<file path="src/rtl/spi_ss_router.sv">
// spi_ss_router
// Registered N-channel SPI router between one SPI master and N_CH slaves.
// The master's SS/SCLK/MOSI are fanned out to the currently selected slave
// and that slave's MISO is returned, all through one register stage.
// The selected channel changes through a valid/ready handshake. A change is
// only accepted while the bus is idle and the post-frame guard interval has
// elapsed, so a slave never sees a truncated frame or a glitching select.
//
// Ports
//   clk, rst_n        : rising-edge clock, asynchronous active-low reset
//   sel_valid/sel_in  : channel selection request and requested index
//   sel_ready         : router can accept a selection this cycle
//   sel_err           : one-cycle pulse after an out-of-range index is accepted
//   cur_sel           : currently routed channel
//   busy              : frame in progress or guard interval running
//   m_ss_n/m_sclk/m_mosi/m_miso : master side of the SPI bus
//   s_ss_n/s_sclk/s_mosi/s_miso : per-slave SPI buses, one bit per channel
module spi_ss_router #(
    parameter int   N_CH  = 4,
    parameter int   SEL_W = $clog2(N_CH),
    parameter int   GUARD = 2,
    parameter logic CPOL  = 1'b0
) (
    input  logic             clk,
    input  logic             rst_n,
    input  logic             sel_valid,
    input  logic [SEL_W-1:0] sel_in,
    output logic             sel_ready,
    output logic             sel_err,
    output logic [SEL_W-1:0] cur_sel,
    output logic             busy,
    input  logic             m_ss_n,
    input  logic             m_sclk,
    input  logic             m_mosi,
    output logic             m_miso,
    output logic [N_CH-1:0]  s_ss_n,
    output logic [N_CH-1:0]  s_sclk,
    output logic [N_CH-1:0]  s_mosi,
    input  logic [N_CH-1:0]  s_miso
);

    // The counter only ever needs to reach GUARD; one spare bit keeps the
    // width legal when GUARD is 0.
    localparam int CNT_W = $clog2(GUARD + 2);
    localparam logic [CNT_W-1:0] GUARD_C = CNT_W'(GUARD);
    localparam logic [SEL_W:0]   N_CH_C  = (SEL_W + 1)'(N_CH);

    typedef enum logic [1:0] {
        ST_IDLE,
        ST_ACTIVE,
        ST_GUARD
    } state_t;

    state_t            state;
    state_t            state_nxt;
    logic [CNT_W-1:0]  cnt;
    logic [CNT_W-1:0]  cnt_nxt;
    logic              xfer;
    logic              sel_ok;
    logic [N_CH-1:0]   ss_nxt;
    logic [N_CH-1:0]   sclk_nxt;
    logic [N_CH-1:0]   mosi_nxt;
    logic              miso_nxt;

    // Frame-tracking state register and guard counter.
    always_ff @(posedge clk or negedge rst_n) begin
        if (!rst_n) begin
            state <= ST_IDLE;
            cnt   <= '0;
        end else begin
            state <= state_nxt;
            cnt   <= cnt_nxt;
        end
    end

    // Next-state logic: a frame runs while m_ss_n is low, then the guard
    // counter must see GUARD consecutive idle cycles before returning to
    // IDLE. A new frame during the guard simply resumes ACTIVE on the same
    // channel because cur_sel cannot change outside IDLE.
    always_comb begin
        state_nxt = state;
        cnt_nxt   = cnt;
        case (state)
            ST_IDLE: begin
                if (!m_ss_n) begin
                    state_nxt = ST_ACTIVE;
                    cnt_nxt   = '0;
                end
            end
            ST_ACTIVE: begin
                if (m_ss_n) begin
                    if (GUARD == 0) begin
                        state_nxt = ST_IDLE;
                        cnt_nxt   = '0;
                    end else begin
                        state_nxt = ST_GUARD;
                        cnt_nxt   = CNT_W'(1);
                    end
                end
            end
            ST_GUARD: begin
                if (!m_ss_n) begin
                    state_nxt = ST_ACTIVE;
                    cnt_nxt   = '0;
                end else if (cnt >= GUARD_C) begin
                    state_nxt = ST_IDLE;
                    cnt_nxt   = '0;
                end else begin
                    cnt_nxt   = cnt + CNT_W'(1);
                end
            end
            default: begin
                state_nxt = ST_IDLE;
                cnt_nxt   = '0;
            end
        endcase
    end

    // Ready requires m_ss_n high as well as IDLE, so a request arriving in
    // the same cycle a frame starts stays pending and the frame keeps the
    // old channel.
    assign sel_ready = (state == ST_IDLE) && m_ss_n;
    assign busy      = (state != ST_IDLE);
    assign xfer      = sel_valid && sel_ready;
    assign sel_ok    = ({1'b0, sel_in} < N_CH_C);

    // Selection register and out-of-range error pulse.
    always_ff @(posedge clk or negedge rst_n) begin
        if (!rst_n) begin
            cur_sel <= '0;
            sel_err <= 1'b0;
        end else begin
            sel_err <= xfer && !sel_ok;
            if (xfer && sel_ok) begin
                cur_sel <= sel_in;
            end
        end
    end

    // Routing decode: only the selected channel follows the master, every
    // other channel is held at its idle levels.
    always_comb begin
        ss_nxt   = '1;
        sclk_nxt = {N_CH{CPOL}};
        mosi_nxt = '0;
        for (int k = 0; k < N_CH; k++) begin
            if (cur_sel == SEL_W'(k)) begin
                ss_nxt[k]   = m_ss_n;
                sclk_nxt[k] = m_sclk;
                mosi_nxt[k] = m_mosi;
            end
        end
        miso_nxt = (busy || !m_ss_n) ? s_miso[cur_sel] : 1'b0;
    end

    // Output register stage. The asynchronous reset releases every slave
    // select immediately, abandoning any frame in flight.
    always_ff @(posedge clk or negedge rst_n) begin
        if (!rst_n) begin
            s_ss_n <= '1;
            s_sclk <= {N_CH{CPOL}};
            s_mosi <= '0;
            m_miso <= 1'b0;
        end else begin
            s_ss_n <= ss_nxt;
            s_sclk <= sclk_nxt;
            s_mosi <= mosi_nxt;
            m_miso <= miso_nxt;
        end
    end

endmodule
</file>
<file path="config.mk">
export PLATFORM = sky130hd
export DESIGN_NAME = spi_ss_router
export DESIGN_NICKNAME = d
export VERILOG_FILES = /design/src/rtl/spi_ss_router.sv
export SDC_FILE = /design/constraint.sdc
export NUM_CORES = 1
export LEC_CHECK = 0
export ABC_AREA = 1
export CAP_MARGIN = 10
export CORE_MARGIN = 1.5
export CORE_UTILIZATION = 43
export DETAILED_ROUTE_END_ITERATION = 8
export GPL_TIMING_DRIVEN = 0
export PLACE_DENSITY = 0.75
export SYNTH_ARGS = -nofsm -noshare
export SYNTH_HDL_FRONTEND = slang
export SYNTH_SLANG_ARGS = --single-unit
</file>
<file path="constraint.sdc">
create_clock -name clk -period 1.3 [get_ports clk]
set_input_delay 0.26 -clock clk [delete_from_list [all_inputs] [get_ports clk]]
set_output_delay 0.26 -clock clk [all_outputs]
set_load 0.05 [all_outputs]
</file>
==> flow_metrics.tcl <==
set metrics [dict create \
    combPwrFrac_pct 63.8 \
    min-delay-start "m_ss_n" \
    maxSlewHeadroom_pct 44.79 \
    start_util_pct 45.04 \
    setup_viol 3 \
    required_ns 1.04 \
    place_ws_ns -0.8350 \
    min_path_cells 3 \
    postRouteAntennaNets 0 \
    placed_area_mm2 0.001205 \
    pwr-share-seq_pct 27.0 \
    antenna_cells 0 \
    root_buffer "clkbuf_4" \
    path_class "flop to output port" \
    post_drt_wl_per_cell_um 11.52 \
    cp_max_fo 2 \
    grt_pass1_wl_um 2746 \
    r2r-end "state[1]$_DFFE_PN0P_" \
    postSynthAreaPerCell_um2 8.659 \
    port_buffers 28 \
    ctsHoldBuffers 0 \
    die-height_um 48.10 \
    fmax_mhz 671.6 \
    synth.most_common_cell "nand2_1" \
    status "finished, violations left" \
    antenna_found_initial 0 \
    grt_pass1_vias 640 \
    area_delta_synth_final_pct 51.36 \
    placementRows 16 \
    io-pin-count 30 \
    reg2reg_slack_ns 0 \
    die_area_mm2 0.002314 \
    violations "negative setup slack" \
    r2r_cells 8 \
    p_per_area_mw_per_mm2 2397 \
    hold_class "input port to flop" \
    yosys.area.top_type_share_pct 42.92 \
    drt-total-wl_um 1912 \
    synth_common_cells "nand2_1 (24), nor2_1 (17), dfrtp_1 (15)" \
    reg2reg_from "state[1]$_DFFE_PN0P_" \
    fin_skew_ns 0.0007229 \
    gr-total-overflow 0 \
    async_flop_share_pct 100.0 \
    min_period_over_period_pct 114.5 \
    clock_sinks 19 \
    rsz0062_at_grt "true" \
    post_route_cells_drive_above_1_share_pct 35.97 \
    stdcell_count 166 \
    maxCapViolCount 0 \
    regArea_um2 480.5 \
    finalNetCount 158 \
    yosysTopAreaCell "dfrtp_1" \
    synth_edf_count 0 \
    ys_ff_latch 19 \
    finalMaxSlewViolations 0 \
    drc 0 \
    p_int_uw 1608 \
    vias 757 \
    grt_max_degree 20 \
    coreArea_mm2 0.001942 \
    design_area_mm2 0.001324 \
    worst_slew_pin_slew_ns 0.8256 \
    power_frac_clock_pct 9.2 \
    hpwl_um 1327 \
    ys.flop_type "dfrtp_1" \
    htree_levels 1 \
    grtUsageTotal_pct 17.76 \
    dp.cells 156 \
    p_leak_uw 0.0006588 \
    die_w_um 48.10 \
    max-clock-path-buffers 2 \
    synth_seq_area_share_pct 54.94 \
    firstDrtPassIters 4 \
    insertion_delay_ns 0.29 \
    min_to "cnt[1]$_DFFE_PN0P_" \
    p_sw_uw 1566 \
    vias_per_cell 4.560 \
    fill_cells 159 \
    initialDrtViolationCount 11 \
    setup_ws_ns -0.1890 \
    syn_nets 119 \
    switching_share_pct 49.34 \
    vdd_ir_drop_max_mv 1.619 \
    worstSetupEndpointType "output port" \
    clk_pin_slew_ns 0.10 \
    cts_tree "built" \
    globalplace.congestion 0.8497 \
    syn_inst 101 \
    final-hold-violation-count 0 \
    synth_warnings 0 \
    period_needed_ns 1.489 \
    synth_cell_types 16 \
    arrival_ns 1.23 \
    setup_tns_ns -0.3671 \
    cts_buffers 3 \
    multi_input_area_um2 384.1 \
    syn_area_um2 874.6 \
    startpoint_type "flop" \
    synthTopCellsByArea "dfrtp_1 (43%), dfstp_2 (12%), nand2_1 (10%)" \
]
[cell usage in the layout (no fill, tap or decap)]
| cell | count |
|---|---|
| nor2_2 | 2 |
| clkdlybuf4s50_1 | 10 |
| conb_1 | 1 |
| nand2_2 | 2 |
| nand2_1 | 23 |
| clkbuf_1 | 1 |
| inv_1 | 8 |
| dlymetal6s2s_1 | 1 |
| dfrtp_1 | 15 |
| ha_4 | 3 |
| clkbuf_4 | 3 |
| nor2_1 | 15 |
| buf_6 | 1 |
| clkinvlp_4 | 1 |
| inv_2 | 4 |
| clkdlybuf4s15_2 | 7 |
| buf_8 | 2 |
| a21oi_2 | 1 |
| nand4_1 | 1 |
| nand2_4 | 2 |
| ha_2 | 1 |
| dfstp_2 | 4 |
| buf_2 | 6 |
| a21oi_1 | 2 |
| clkinv_4 | 1 |
| o21ai_0 | 1 |
| ha_1 | 2 |
| nand3_1 | 9 |
| buf_4 | 10 |
[cells by family (layout without fill, tap and decap cells)]
logic type | after synthesis | count (layout) | synth area share (%)
flops | 19 | 19 | 54.94
compound gates | 4 | 4 | 2.288
other cells | 1 | 1 | 0.4288
buf+inv | 17 | 55 | 8.154
fa+ha+maj | 6 | 6 | 8.583
simple gates | 54 | 54 | 25.61
[power groups by stage]
| stage | clock (uW) | sequential, uW | combinational (uW) |
|---|---|---|---|
| finish | 293 | 856 | 2020 |
| global route | 329 | 876 | 2180 |
| CTS | 296 | 857 | 1920 |
| detailed placement | 0 | 892 | 1750 |
| global placement | 0 | 889 | 1720 |
| floorplan | 0 | 1390 | 738 |
[sequential cells by signal (all words and copies together), names as in the netlist]
name / count
s_ss_n: 4
cnt: 2
state: 2
cur_sel: 2
m_miso: 1
s_sclk: 4
s_mosi: 4
[routing by layer]
metal,vias up,wire length [um],global-route usage (%),share of wire [%]
met1,347,785,20.47,41
met4,0,40,6.486,2.1
met5,-,0,0,0
met2,23,967,31.73,51
li1,380,-,-,-
met3,7,119,4.444,6.2
[worst max path at each step]
stage / startpoint / to / slack, ns
2_1_floorplan: state[1]$_DFFE_PN0P_ / state[0]$_DFFE_PN0P_ / -0.01
3_3_place_gp: m_ss_n / sel_ready / -0.84
3_5_place_dp: m_ss_n / sel_ready / -0.83
4_1_cts: state[0]$_DFFE_PN0P_ / busy / -0.18
5_1_grt: state[1]$_DFFE_PN0P_ / sel_ready / -0.24
6_report: state[1]$_DFFE_PN0P_ / busy / -0.19
[worst max-delay path, stage by stage, from the launching register on]
cell and delay, ns:
dfrtp_1 0.41, inv_2 0.09, ha_4 0.16, clkinvlp_4 0.11, buf_8 0.16
[final cells by class]
| type | instances | area share (%) |
|---|---|---|
| Timing Repair Buffer | 34 | 24.20 |
| Buffer | 3 | 1.323 |
| Inverter | 14 | 4.631 |
| Clock buffer | 4 | 1.985 |
| Sequential cell | 19 | 36.29 |
| Multi-Input combinational cell | 65 | 29.02 |
| Tap cell | 27 | 2.552 |
[per-stage QoR]
stage	hold WS (ns)	power, uW	utilization, %
2_1_floorplan	-0.03559	2125	-
3_3_place_gp	0.4920	2607	62.05
3_5_place_dp	0.5141	2641	62.05
4_1_cts	0.4456	3077	67.01
5_1_grt	0.4483	3381	68.17
6_report	0.4219	3174	68.17
[timing repair]
action,4_1_cts,5_1_grt
setup endpoints to repair,17,10
pin swaps,1,0
hold endpoints to repair,0,0
resized for setup,76,20
buffers inserted,6,1
gates cloned,0,0
No activity file was read; power rests on OpenSTA's default activity.
